`config.mk`:
```
export PLATFORM = sky130hd
export DESIGN_NAME = pipeline_sequencer
export DESIGN_NICKNAME = d
export VERILOG_FILES = /design/src/rtl/pipeline_sequencer.sv
export SDC_FILE = /design/constraint.sdc
export NUM_CORES = 1
export LEC_CHECK = 0
export CORE_MARGIN = 10
export CORE_UTILIZATION = 55
export DETAILED_ROUTE_END_ITERATION = 8
export DONT_BUFFER_PORTS = 1
export GPL_ROUTABILITY_DRIVEN = 1
export PLACE_DENSITY = 0.84
export RECOVER_POWER = 25
export SETUP_SLACK_MARGIN = 0.3
export SYNTH_ARGS = -nofsm -noshare
export SYNTH_HDL_FRONTEND = slang
export SYNTH_SLANG_ARGS = --single-unit
```
`constraint.sdc`:
```
create_clock -name clk -period 1.6 [get_ports clk]
set_input_delay 0.16 -clock clk [delete_from_list [all_inputs] [get_ports clk]]
set_output_delay 0.16 -clock clk [all_outputs]
set_load 0.1 [all_outputs]
```
`src/rtl/pipeline_sequencer.sv`:
```
// pipeline_sequencer
// Central stall/flush/freeze sequencer for the 5-stage pipeline. Drives the
// pipeline-register enables and bubble inserts for load-use stalls, branch
// and jump flushes, multi-cycle multiply/divide occupancy of EX, and the
// drain-then-park sequence that follows a halt request.
module pipeline_sequencer #(
  parameter int MUL_CYCLES   = 4,
  parameter int DIV_CYCLES   = 16,
  parameter int DRAIN_CYCLES = 3,
  parameter int CNT_W        = 5
) (
  input  logic       clk,
  input  logic       rst,
  input  logic [3:0] OpcodeID,
  input  logic [3:0] OpcodeEX,
  input  logic [3:0] FunctionCodeEX,
  input  logic [3:0] SrcReg1ID,
  input  logic [3:0] SrcReg2ID,
  input  logic       UsesSrc1ID,
  input  logic       UsesSrc2ID,
  input  logic [3:0] DestRegEX,
  input  logic       BranchTakenEX,
  input  logic       HaltReq,
  output logic       PCWrite,
  output logic       IFIDWrite,
  output logic       IFIDFlush,
  output logic       IDEXWrite,
  output logic       IDEXBubble,
  output logic       EXMEMBubble,
  output logic       MulDivStart,
  output logic       MulDivSel,
  output logic       Halted
);

  // Opcodes and function codes the sequencer decodes
  localparam logic [3:0] OP_ATYPE = 4'b0001;
  localparam logic [3:0] OP_JUMP  = 4'b0010;
  localparam logic [3:0] OP_LOADA = 4'b0100;
  localparam logic [3:0] OP_LOADB = 4'b0110;
  localparam logic [3:0] FC_MUL   = 4'b1110;
  localparam logic [3:0] FC_DIV   = 4'b1111;

  // Counter preloads. The start cycle and the release cycle each account
  // for one cycle of EX occupancy, hence the -2 on the mul/div loads.
  localparam logic [CNT_W-1:0] MUL_LOAD   = CNT_W'(MUL_CYCLES - 2);
  localparam logic [CNT_W-1:0] DIV_LOAD   = CNT_W'(DIV_CYCLES - 2);
  localparam logic [CNT_W-1:0] DRAIN_LOAD = CNT_W'(DRAIN_CYCLES - 1);
  localparam logic [CNT_W-1:0] CNT_ONE    = CNT_W'(1);
  localparam logic [CNT_W-1:0] CNT_ZERO   = '0;

  typedef enum logic [1:0] {
    ST_RUN    = 2'd0,
    ST_BUSY   = 2'd1,
    ST_DRAIN  = 2'd2,
    ST_HALTED = 2'd3
  } state_t;

  state_t           r_state;
  state_t           w_state_next;
  logic [CNT_W-1:0] r_cnt;
  logic [CNT_W-1:0] w_cnt_next;

  // ---------------------------------------------------------------------
  // Hazard decode (only meaningful while in RUN)
  // ---------------------------------------------------------------------
  logic [3:0] w_src_reg [2];
  logic [1:0] w_src_use;
  logic [1:0] w_src_hit;

  assign w_src_reg[0] = SrcReg1ID;
  assign w_src_reg[1] = SrcReg2ID;
  assign w_src_use    = {UsesSrc2ID, UsesSrc1ID};

  // One comparator per ID source operand; register 0 is compared like any other
  genvar gi;
  generate
    for (gi = 0; gi < 2; gi++) begin : g_src_hit
      assign w_src_hit[gi] = w_src_use[gi] && (w_src_reg[gi] == DestRegEX);
    end
  endgenerate

  logic w_is_load_ex;
  logic w_is_muldiv_ex;
  logic w_load_use;
  logic w_jump_id;

  assign w_is_load_ex   = (OpcodeEX == OP_LOADA) || (OpcodeEX == OP_LOADB);
  assign w_is_muldiv_ex = (OpcodeEX == OP_ATYPE) &&
                          ((FunctionCodeEX == FC_MUL) || (FunctionCodeEX == FC_DIV));
  assign w_load_use     = w_is_load_ex && (|w_src_hit);
  assign w_jump_id      = (OpcodeID == OP_JUMP);

  // Priority-resolved RUN events: exactly one (or none) is active
  logic w_run_branch;
  logic w_run_muldiv;
  logic w_run_loaduse;
  logic w_run_halt;
  logic w_run_jump;

  assign w_run_branch  = BranchTakenEX;
  assign w_run_muldiv  = !w_run_branch && w_is_muldiv_ex;
  assign w_run_loaduse = !w_run_branch && !w_is_muldiv_ex && w_load_use;
  assign w_run_halt    = !w_run_branch && !w_is_muldiv_ex && !w_load_use && HaltReq;
  assign w_run_jump    = !w_run_branch && !w_is_muldiv_ex && !w_load_use && !HaltReq &&
                         w_jump_id;

  logic w_cnt_zero;
  assign w_cnt_zero = (r_cnt == CNT_ZERO);

  // ---------------------------------------------------------------------
  // FSM
  // ---------------------------------------------------------------------

  // State and counter register; reset returns to RUN from any state
  always_ff @(posedge clk) begin
    if (rst) begin
      r_state <= ST_RUN;
      r_cnt   <= CNT_ZERO;
    end else begin
      r_state <= w_state_next;
      r_cnt   <= w_cnt_next;
    end
  end

  // Next-state and counter update
  always_comb begin
    w_state_next = r_state;
    w_cnt_next   = r_cnt;
    case (r_state)
      ST_RUN: begin
        if (w_run_muldiv) begin
          w_state_next = ST_BUSY;
          w_cnt_next   = FunctionCodeEX[0] ? DIV_LOAD : MUL_LOAD;
        end else if (w_run_halt) begin
          w_state_next = ST_DRAIN;
          w_cnt_next   = DRAIN_LOAD;
        end
      end
      ST_BUSY: begin
        // On release the mul/div instruction leaves EX on this edge, so RUN
        // sees the next instruction and cannot restart the same operation.
        if (w_cnt_zero) begin
          w_state_next = ST_RUN;
        end else begin
          w_cnt_next = r_cnt - CNT_ONE;
        end
      end
      ST_DRAIN: begin
        if (w_cnt_zero) begin
          w_state_next = ST_HALTED;
        end else begin
          w_cnt_next = r_cnt - CNT_ONE;
        end
      end
      ST_HALTED: begin
        w_state_next = ST_HALTED;
      end
      default: begin
        w_state_next = ST_RUN;
        w_cnt_next   = CNT_ZERO;
      end
    endcase
  end

  // Output decode from state and current inputs; reset overrides everything
  always_comb begin
    PCWrite     = 1'b1;
    IFIDWrite   = 1'b1;
    IFIDFlush   = 1'b0;
    IDEXWrite   = 1'b1;
    IDEXBubble  = 1'b0;
    EXMEMBubble = 1'b0;
    MulDivStart = 1'b0;
    MulDivSel   = 1'b0;
    Halted      = 1'b0;
    if (rst) begin
      PCWrite     = 1'b0;
      IFIDWrite   = 1'b0;
      IFIDFlush   = 1'b1;
      IDEXBubble  = 1'b1;
      EXMEMBubble = 1'b1;
    end else begin
      case (r_state)
        ST_RUN: begin
          if (w_run_branch) begin
            // Squash both younger instructions, whatever they are
            IFIDFlush  = 1'b1;
            IDEXBubble = 1'b1;
          end else if (w_run_muldiv) begin
            MulDivStart = 1'b1;
            MulDivSel   = FunctionCodeEX[0];
            PCWrite     = 1'b0;
            IFIDWrite   = 1'b0;
            IDEXWrite   = 1'b0;
            EXMEMBubble = 1'b1;
          end else if (w_run_loaduse) begin
            PCWrite    = 1'b0;
            IFIDWrite  = 1'b0;
            IDEXBubble = 1'b1;
          end else if (w_run_halt) begin
            // The halting instruction is held in ID and not advanced
            PCWrite    = 1'b0;
            IFIDWrite  = 1'b0;
            IDEXBubble = 1'b1;
          end else if (w_run_jump) begin
            IFIDFlush = 1'b1;
          end
        end
        ST_BUSY: begin
          // Freeze front end and EX while the unit works; release uses defaults
          if (!w_cnt_zero) begin
            PCWrite     = 1'b0;
            IFIDWrite   = 1'b0;
            IDEXWrite   = 1'b0;
            EXMEMBubble = 1'b1;
          end
        end
        ST_DRAIN: begin
          // Front end held, older instructions in EX/MEM/WB retire
          PCWrite    = 1'b0;
          IFIDWrite  = 1'b0;
          IDEXBubble = 1'b1;
        end
        ST_HALTED: begin
          Halted      = 1'b1;
          PCWrite     = 1'b0;
          IFIDWrite   = 1'b0;
          IDEXWrite   = 1'b0;
          IDEXBubble  = 1'b1;
          EXMEMBubble = 1'b1;
        end
        default: begin
          PCWrite   = 1'b0;
          IFIDWrite = 1'b0;
        end
      endcase
    end
  end

endmodule

```
==> key figures, run 1 <==
Status
  • Outcome: stopped before the end
  • Last step reached: clock tree synthesis (4_1_cts)
  • Log Error: [ERROR DPL-0038] Utilization greater than 100%, impossible to legalize

Floorplan
  • Initial Util: 57.14%
  • Top-Level Pins: 39
  • Std cell rows: 14
  • Die Ht: 59.10 um
  • Horiz. Die Dim: 59.10 um

Place
  • GPL Wtd Cong: 0.8743
  • Port Buffers: 0
  • Placed Area: 1282 um2
  • Dpl hpwl: 2.539 mm
  • Placed insts: 149

CTS
  • H-tree Lvls: 1
  • TritonCTS buffer count: 3
  • CTS Buffer Depth: 2
  • Post-CTS sizing: 24
  • Post-CTS setup buffer count: 12
  • Clock tree sinks: 7
  • Buffer type at the clock tree root: clkbuf_4
  • Cts hold-fix bufs: 1

Synth
  • Syn_nets: 144
  • Cell Area, Synth: 840.8 um2
  • EDFF count, synth: 0
  • Synth Flop Type: dfxtp_1
  • Asr flop ratio synth: 0%
  • Syn Inst Count: 107
  • Synthesized flop and latch total: 7
  • Avg Inst Size Synth: 7.858 um2
  • Post-synth cell types: 39
  • Part of the Yosys area used for sequential elements: 16.67%
  • Total number of yosys warnings: 0
logic make-up after synthesis:
family	synth area share (%)
adder cells (fa/ha/maj)	10.42
flip-flops	16.67
multiplexers	2.678
AO/OA/AOI/OAI	29.61
XOR/XNOR	8.334
AND/OR/NAND/NOR	26.49
buffers and inverters	5.804
cells in the mapped netlist, types with 2 or more instances:
master / instances / share of area [%]
a21oi_1: 5 / 3.0
a31oi_1: 4 / 3.0
and2_1: 2 / 1.5
clkbuf_1: 2 / 0.89
dfxtp_1: 7 / 17
ha_1: 7 / 10
inv_1: 8 / 3.6
mux2_2: 2 / 2.7
nand2_1: 7 / 3.1
nand3_1: 2 / 1.2
nand4_1: 3 / 2.2
nor2_1: 12 / 5.4
nor3_1: 2 / 1.2
nor3b_1: 2 / 1.8
nor4_1: 2 / 1.5
o21ai_0: 2 / 1.2
o221ai_1: 3 / 3.1
o311ai_0: 4 / 4.2
o31ai_1: 4 / 3.6
xnor2_1: 8 / 8.3
metrics by stage:
step / utilization, % / setup WS (ns)
floorplan: - / -0.8248
detailed placement: 87.16 / -0.1072
global placement: 87.16 / -0.006897
==> run 2: changes to the inputs <==
CORE_AREA = 10 10 71 73   (was default)
CORE_MARGIN = default   (was 10)
CORE_UTILIZATION = default   (was 55)
DIE_AREA = 0 0 81 83   (was default)
PLACE_DENSITY = default   (was 0.84)
PLACE_DENSITY_LB_ADDON = 0.15   (was default)
SETUP_SLACK_MARGIN = default   (was 0.3)
clock period = 2.1 ns   (was 1.6 ns; I/O delays follow)
==> run 2 against run 1 <==
Compared with the run above:
- the flow now finishes without violations
- synthesized area unchanged
- synthesized cell count unchanged
==> key figures, run 2 <==
Synth
  • Main area contributors after synthesis: dfxtp_1 (17%), ha_1 (10%), xnor2_1 (8.3%)
  • Largest area contributor in the netlist: dfxtp_1
  • Count leader, synth: nor2_1
  • Cell Area, Synth: 840.8 um2 (unchanged)
  • Synthesized flop and latch total: 7 (unchanged)
  • Synth Flop Type: dfxtp_1
  • Synth cell count leaders: nor2_1 (12), inv_1 (8), xnor2_1 (8)
  • Part of the Yosys area used for sequential elements: 16.67% (unchanged)
  • Post-synth cell types: 39 (unchanged)
  • Syn Inst Count: 107 (unchanged)
  • EDFF count, synth: 0 (unchanged)
  • Total number of yosys warnings: 0 (unchanged)
  • Avg Inst Size Synth: 7.858 um2 (unchanged)
  • Post-synth top area share: 16.67% (unchanged)
  • Syn_nets: 144 (unchanged)
  • Asr flop ratio synth: 0% (unchanged)

STA
  • Pins Over Slew Limit: 0
  • Fin. Hold Viols: 0
  • Final Skew: 0.002256 ns
  • Final worst setup slack: 0.09325 ns
  • Peak Freq: 498.3 MHz
  • Fin crit period: 2.007 ns
  • Final Cycle Share: 95.56%
  • Max transition margin: 63.33%
  • # setup viols final: 0
  • Fin Hold WS: 0.04859 ns
  • RSZ-0062 raised after global routing: true
  • Actual slew at the worst max-slew pin: 0.5524 ns

CTS
  • Buffer type at the clock tree root: clkbuf_8
  • H-tree Lvls: 1 (unchanged)
  • TritonCTS buffer count: 3 (unchanged)
  • TritonCTS clock tree: built
  • Cts hold-fix bufs: 0 (-1)
  • Clock tree sinks: 7 (unchanged)
  • CTS Buffer Depth: 2 (unchanged)
  • Post-CTS setup buffer count: 0 (-12)
  • Clock transition at path regs: 0.04 ns
  • Clk_lat worst skew: 0.22 ns

Run
  • Max-cap violations: 0

Power
  • Combinational share of power: 76.2%
  • P_sw: 911.6 uW
  • Switching share of power: 54.00%
  • Seq pwr share: 12.6%
  • PwrDens: 1457 nW/um2
  • Lkg Pwr: 0.4055 nW
  • Max VDD drop: 0.5445 mV
  • Internal power: 776.5 uW
  • Clk pwr share: 11.2%

Floorplan
  • Top-Level Pins: 39 (unchanged)
  • Die Ht: 83 um (+40%)
  • Std cell rows: 22 (+8)
  • Initial Util: 23.14% (-34 points)
  • Die area: 6723 um2
  • Horiz. Die Dim: 81 um (+37%)
  • Core Box Area: 3633 um2

Layout
  • Share of cells above drive strength 1: 29.41%
  • Most frequent cells in the layout: nor2_1 (11), xnor2_1 (8), inv_1 (7), nand2_1 (7), dfxtp_1 (7)
  • Max reg flops: 5
  • FF+latch area: 140.1 um2
  • Largest Register: r_cnt
  • Nets: 157
  • Top Registers: r_cnt x5, r_state x2
  • Filler cell count: 404
  • Area of the multi-input gates: 750.7 um2
  • Area Overhead vs Synth: 37.80%
  • Diodes inserted: 0
  • Most common cell after layout, fill and taps aside: nor2_1

Place
  • GPL Wtd Cong: 0.8208 (-6.1%)
  • Dpl hpwl: 2.372 mm (-6.6%)
  • Port Buffers: 0 (unchanged)
  • Dpl ws: 0.2690 ns (+0.3762 ns)

GRT
  • Initial antenna violation count: 0
  • Overall routing resource usage: 8.351%
  • Grt total ovfl: 0
  • Vias in the first global route: 894
  • Largest net degree at the start of global routing: 12
  • First-pass GRT wire length: 4.485 mm

Drt
  • Vias: 860
  • Remaining DRCs: 0
  • Number of vias per cell: 5.150
  • DR WL/cell: 16.74 um
  • Final antenna-violating net count: 0
  • DRT Wirelength: 2.796 mm
  • Drt pass-1 iters: 4
  • Iter 0 DRT Violations: 87

Worst setup path
  • CP Max Fanout: 4
  • Startpoint Class: flip-flop
  • Data required, critical path: 1.89 ns
  • Critical path capture point type: output port
  • Crit path kind: reg2out
  • Critical Path AT: 1.80 ns

Status
  • Outcome: finished clean

Hold path
  • Worst min-delay path class: in2reg
-- run 2: critical path, cell delays in order (launching register included) --
cell and delay (ns):
dfxtp_1 0.33, nor3_2 0.28, and2_4 0.22, a21oi_1 0.10
a311oi_4 0.35, buf_6 0.28
-- run 2: per-layer routing --
metal | track usage (%) | up-vias | part of all wire (%)
met5 | 0 | - | 0
met3 | 3.664 | 0 | 5.9
met4 | 0.9390 | 0 | 0
li1 | - | 439 | -
met2 | 13.76 | 20 | 52
met1 | 9.933 | 401 | 42
-- run 2: layout make-up --
class                   count  share of cell area (%)
multi-input cells          88                   64.79
clock buffers               4                   3.888
inverters                   9                   2.916
well taps                  48                   5.184
flip-flops and latches      7                   12.10
repair buffers             11                   11.12
-- run 2: cells by family after synthesis --
group / count (synthesis) / share of synthesized area (%)
buf+inv: 12 / 5.804
compound gates: 31 / 29.61
fa+ha+maj: 7 / 10.42
flops: 7 / 16.67
xor+xnor: 8 / 8.334
simple gates: 40 / 26.49
mux: 2 / 2.678
-- run 2: worst paths after layout --
kind	from	end	slack, ns	depth (start not counted)
worst max-delay path	r_cnt[2]	IFIDWrite	0.09	5
worst max register to register	r_state[0]	r_cnt[1]	0.31	6
worst min register to register	r_cnt[1]	r_cnt[1]	0.51	2
worst min-delay path	rst	r_cnt[1]	0.05	1
-- run 2: repair_timing --
item	CTS	global route
hold endpoints to repair	0	0
endpoints found under the setup margin	0	3
resized for setup	0	4
-- run 2: power by group through the flow --
stage	logic, mW	registers [mW]	clock network (mW)
after floorplan	0.981	0.207	0
after global placement	1.25	0.213	0
final	1.29	0.213	0.189
after CTS	1.25	0.213	0.196
after global routing	1.39	0.218	0.206
after detailed placement	1.24	0.216	0
-- run 2: metrics by stage --
step / utilization, % / total power, mW / std cells / cell area [um2] / setup TNS, ns
floorplan: - / 1.188 / 107 / 928.4 / -1.128
global placement: 30.13 / 1.463 / 163 / 1095 / 0
detailed placement: 30.13 / 1.458 / 163 / 1095 / 0
CTS: 31.37 / 1.655 / 167 / 1140 / 0
global route: 31.89 / 1.813 / 167 / 1159 / -0.007329
finish: 31.89 / 1.688 / 167 / 1159 / 0
No activity file was read; power rests on OpenSTA's default activity.
==> run 3: changes to the inputs <==
CORE_AREA = 2 2 63 65   (was 10 10 71 73)
DIE_AREA = 0 0 65 67   (was 0 0 81 83)
==> run 3 against run 2 <==
Compared with the run above:
- sequential share of layout area up 0.25 points
- critical path depth up 2
- fmax down 1.9%
- global-route usage up 3.5 points
- worst hold slack better by 0.0019 ns
- setup slack worse by 0.039 ns
- sequential power up 2%
- combinational power down 4%
- non-clock buffer count down 2
- die area down 35%
==> key figures, run 3 (same netlist as run 2, synthesis figures left out) <==
Layout
  • Most frequent cells in the layout: nor2_1 (11), xnor2_1 (8), inv_1 (7), nand2_1 (7), dfxtp_1 (7)
  • Share of cells above drive strength 1: 27.35% (-2.1 points)
  • Largest Register: r_cnt
  • Top Registers: r_cnt x5, r_state x2
  • Final Util: 31.47% (-0.42 points)
  • Diodes inserted: 0 (unchanged)
  • Max reg flops: 5 (unchanged)
  • Area Overhead vs Synth: 34.97%
  • Filler cell count: 367 (-9.2%)
  • Most common cell after layout, fill and taps aside: nor2_1
  • Nets: 155 (-1.3%)
  • Design Area, Final: 1135 um2 (-2.1%)

Floorplan
  • Std cell rows: 22 (unchanged)
  • Horiz. Die Dim: 65 um (-20%)
  • Initial Util: 23.32% (+0.18 points)
  • Die area: 4355 um2 (-35%)
  • Core Box Area: 3606 um2 (-0.76%)
  • Top-Level Pins: 39 (unchanged)
  • Die Ht: 67 um (-19%)

Drt
  • Remaining DRCs: 0 (unchanged)
  • Drt pass-1 iters: 4 (unchanged)
  • Vias: 876 (+1.9%)
  • Iter 0 DRT Violations: 22 (-75%)
  • Number of vias per cell: 5.309 (+3.1%)
  • Final antenna-violating net count: 0 (unchanged)
  • DRT Wirelength: 2.426 mm (-13%)
  • DR WL/cell: 14.70 um (-12%)

STA
  • Max transition margin: 64.08% (+0.75 points)
  • Actual slew at the worst max-slew pin: 0.5411 ns (-0.01133 ns)
  • Peak Freq: 488.7 MHz (-1.9%)
  • RSZ-0062 raised after global routing: true
  • # setup viols final: 0 (unchanged)
  • Fin crit period: 2.046 ns (+0.03943 ns)
  • Fin Hold WS: 0.05047 ns (+0.001876 ns)
  • Final Skew: 0.001501 ns (-0.0007546 ns)
  • Pins Over Slew Limit: 0 (unchanged)
  • Final Cycle Share: 97.44% (+1.9 points)
  • Fin. Hold Viols: 0 (unchanged)

Worst setup path
  • Crit path kind: reg2out
  • CP Max Fanout: 6 (+2)
  • Cell with the biggest individual delay on the critical path: dfxtp_1
  • Critical Path AT: 1.84 ns (+0.04 ns)
  • Startpoint Class: flip-flop
  • Largest stage delay, worst path: 0.32 ns (-0.03 ns)
  • Critical path capture point type: output port
  • Cell Chain, Critical Path: inv_1, ha_2, inv_2, nor2_4, nor3_1, o31ai_4, buf_12
  • Data required, critical path: 1.89 ns (about the same)

Place
  • Placed Area: 1080 um2 (-1.4%)
  • GPL Wtd Cong: 0.7495 (-8.7%)
  • Dpl hpwl: 1.998 mm (-16%)
  • Port Buffers: 0 (unchanged)

CTS
  • Post-CTS setup buffer count: 0 (unchanged)
  • TritonCTS buffer count: 3 (unchanged)
  • Clock tree sinks: 7 (unchanged)
  • CTS Buffer Depth: 2 (unchanged)
  • Buffer type at the clock tree root: clkbuf_8
  • Clk_lat worst skew: 0.22 ns (about the same)
  • H-tree Lvls: 1 (unchanged)
  • TritonCTS clock tree: built
  • Clock transition at path regs: 0.04 ns (about the same)

Run
  • Max-cap violations: 0 (unchanged)

Power
  • Switching share of power: 54.71% (+0.71 points)
  • Clk pwr share: 11.4% (+0.2 points)
  • Max VDD drop: 0.7388 mV (+36%)
  • Seq pwr share: 13.2% (+0.6 points)
  • Pwr Total: 1.645 mW (-2.6%)
  • PwrDens: 1449 nW/um2 (-0.52%)
  • P_sw: 899.9 uW (-1.3%)
  • Internal power: 745.0 uW (-4.1%)
  • Combinational share of power: 75.4% (-0.8 points)
  • Lkg Pwr: 0.3957 nW (-2.4%)

GRT
  • Vias in the first global route: 855 (-4.4%)
  • Grt total ovfl: 0 (unchanged)
  • Initial antenna violation count: 0 (unchanged)
  • Overall routing resource usage: 11.85% (+3.5 points)
  • First-pass GRT wire length: 3.967 mm (-12%)
  • Largest net degree at the start of global routing: 14 (+2)

Hold path
  • Worst min-delay path class: in2reg

Status
  • Outcome: finished clean
==> run 3: changes by cell type in the layout (fill, tap and decap cells not counted) <==
cell / before / now
ha_1: 5 / 6
buf_6: 1 / 0
buf_4: 6 / 4
ha_4: 1 / 0
buf_8: 0 / 1
==> run 3: worst paths after layout <==
path	cells after the start	startpoint	to	slack [ns]
worst max register to register	6	r_state[0]	r_cnt[1]	0.24
worst min-delay path	1	rst	r_cnt[1]	0.05
worst max-delay path	7	r_state[0]	IDEXBubble	0.05
worst min register to register	2	r_cnt[0]	r_cnt[0]	0.54
==> run 3: power groups by stage <==
stage / clock network [mW] / registers (mW) / logic (mW)
3_3_place_gp: 0 / 0.217 / 1.22
5_1_grt: 0.206 / 0.223 / 1.33
6_report: 0.187 / 0.217 / 1.24
2_1_floorplan: 0 / 0.207 / 0.981
4_1_cts: 0.196 / 0.215 / 1.21
3_5_place_dp: 0 / 0.218 / 1.21
==> run 3: worst max-delay path, delay by kind of cell, from the launching register on <==
kind	cells	cell delay, ns
AO/OA/AOI/OAI	1	0.30
adder cells (fa/ha/maj)	1	0.26
buffers and inverters	3	0.46
flip-flops	1	0.32
AND/OR/NAND/NOR	2	0.27
==> run 3: area by class of cell <==
| class | count | area (um2) | share of cell area [%] |
|---|---|---|---|
| multi-input cells | 88 | 738.2 | 65.05 |
| repair buffers | 9 | 117.6 | 10.36 |
| flip-flops and latches | 7 | 140.1 | 12.35 |
| clock buffers | 4 | 45.04 | 3.969 |
| well taps | 48 | 60.06 | 5.292 |
| inverters | 9 | 33.78 | 2.977 |
==> run 3: through the flow <==
stage / setup WS (ns) / setup TNS, ns / cells
after floorplan: -0.4787 / -1.128 / 107
after global placement: 0.2591 / 0 / 161
after detailed placement: 0.2583 / 0 / 161
after CTS: 0.004425 / 0 / 165
after global routing: -0.01955 / -0.01962 / 165
final: 0.05382 / 0 / 165
==> run 3: per-layer routing <==
| metal | track usage [%] | routed length [um] | part of all wire (%) | vias to the layer above |
|---|---|---|---|---|
| met5 | 0 | 0 | 0 | - |
| met4 | 4.521 | 0 | 0 | 0 |
| met3 | 3.716 | 109 | 4.5 | 0 |
| met2 | 17.91 | 1129 | 47 | 22 |
| met1 | 15.59 | 1187 | 49 | 418 |
| li1 | - | - | - | 436 |
==> run 3: repair_timing <==
action | in CTS | in global routing
gates resized for setup | 0 | 3
endpoints found under the setup margin | 0 | 2
hold buffers | 0 | 0
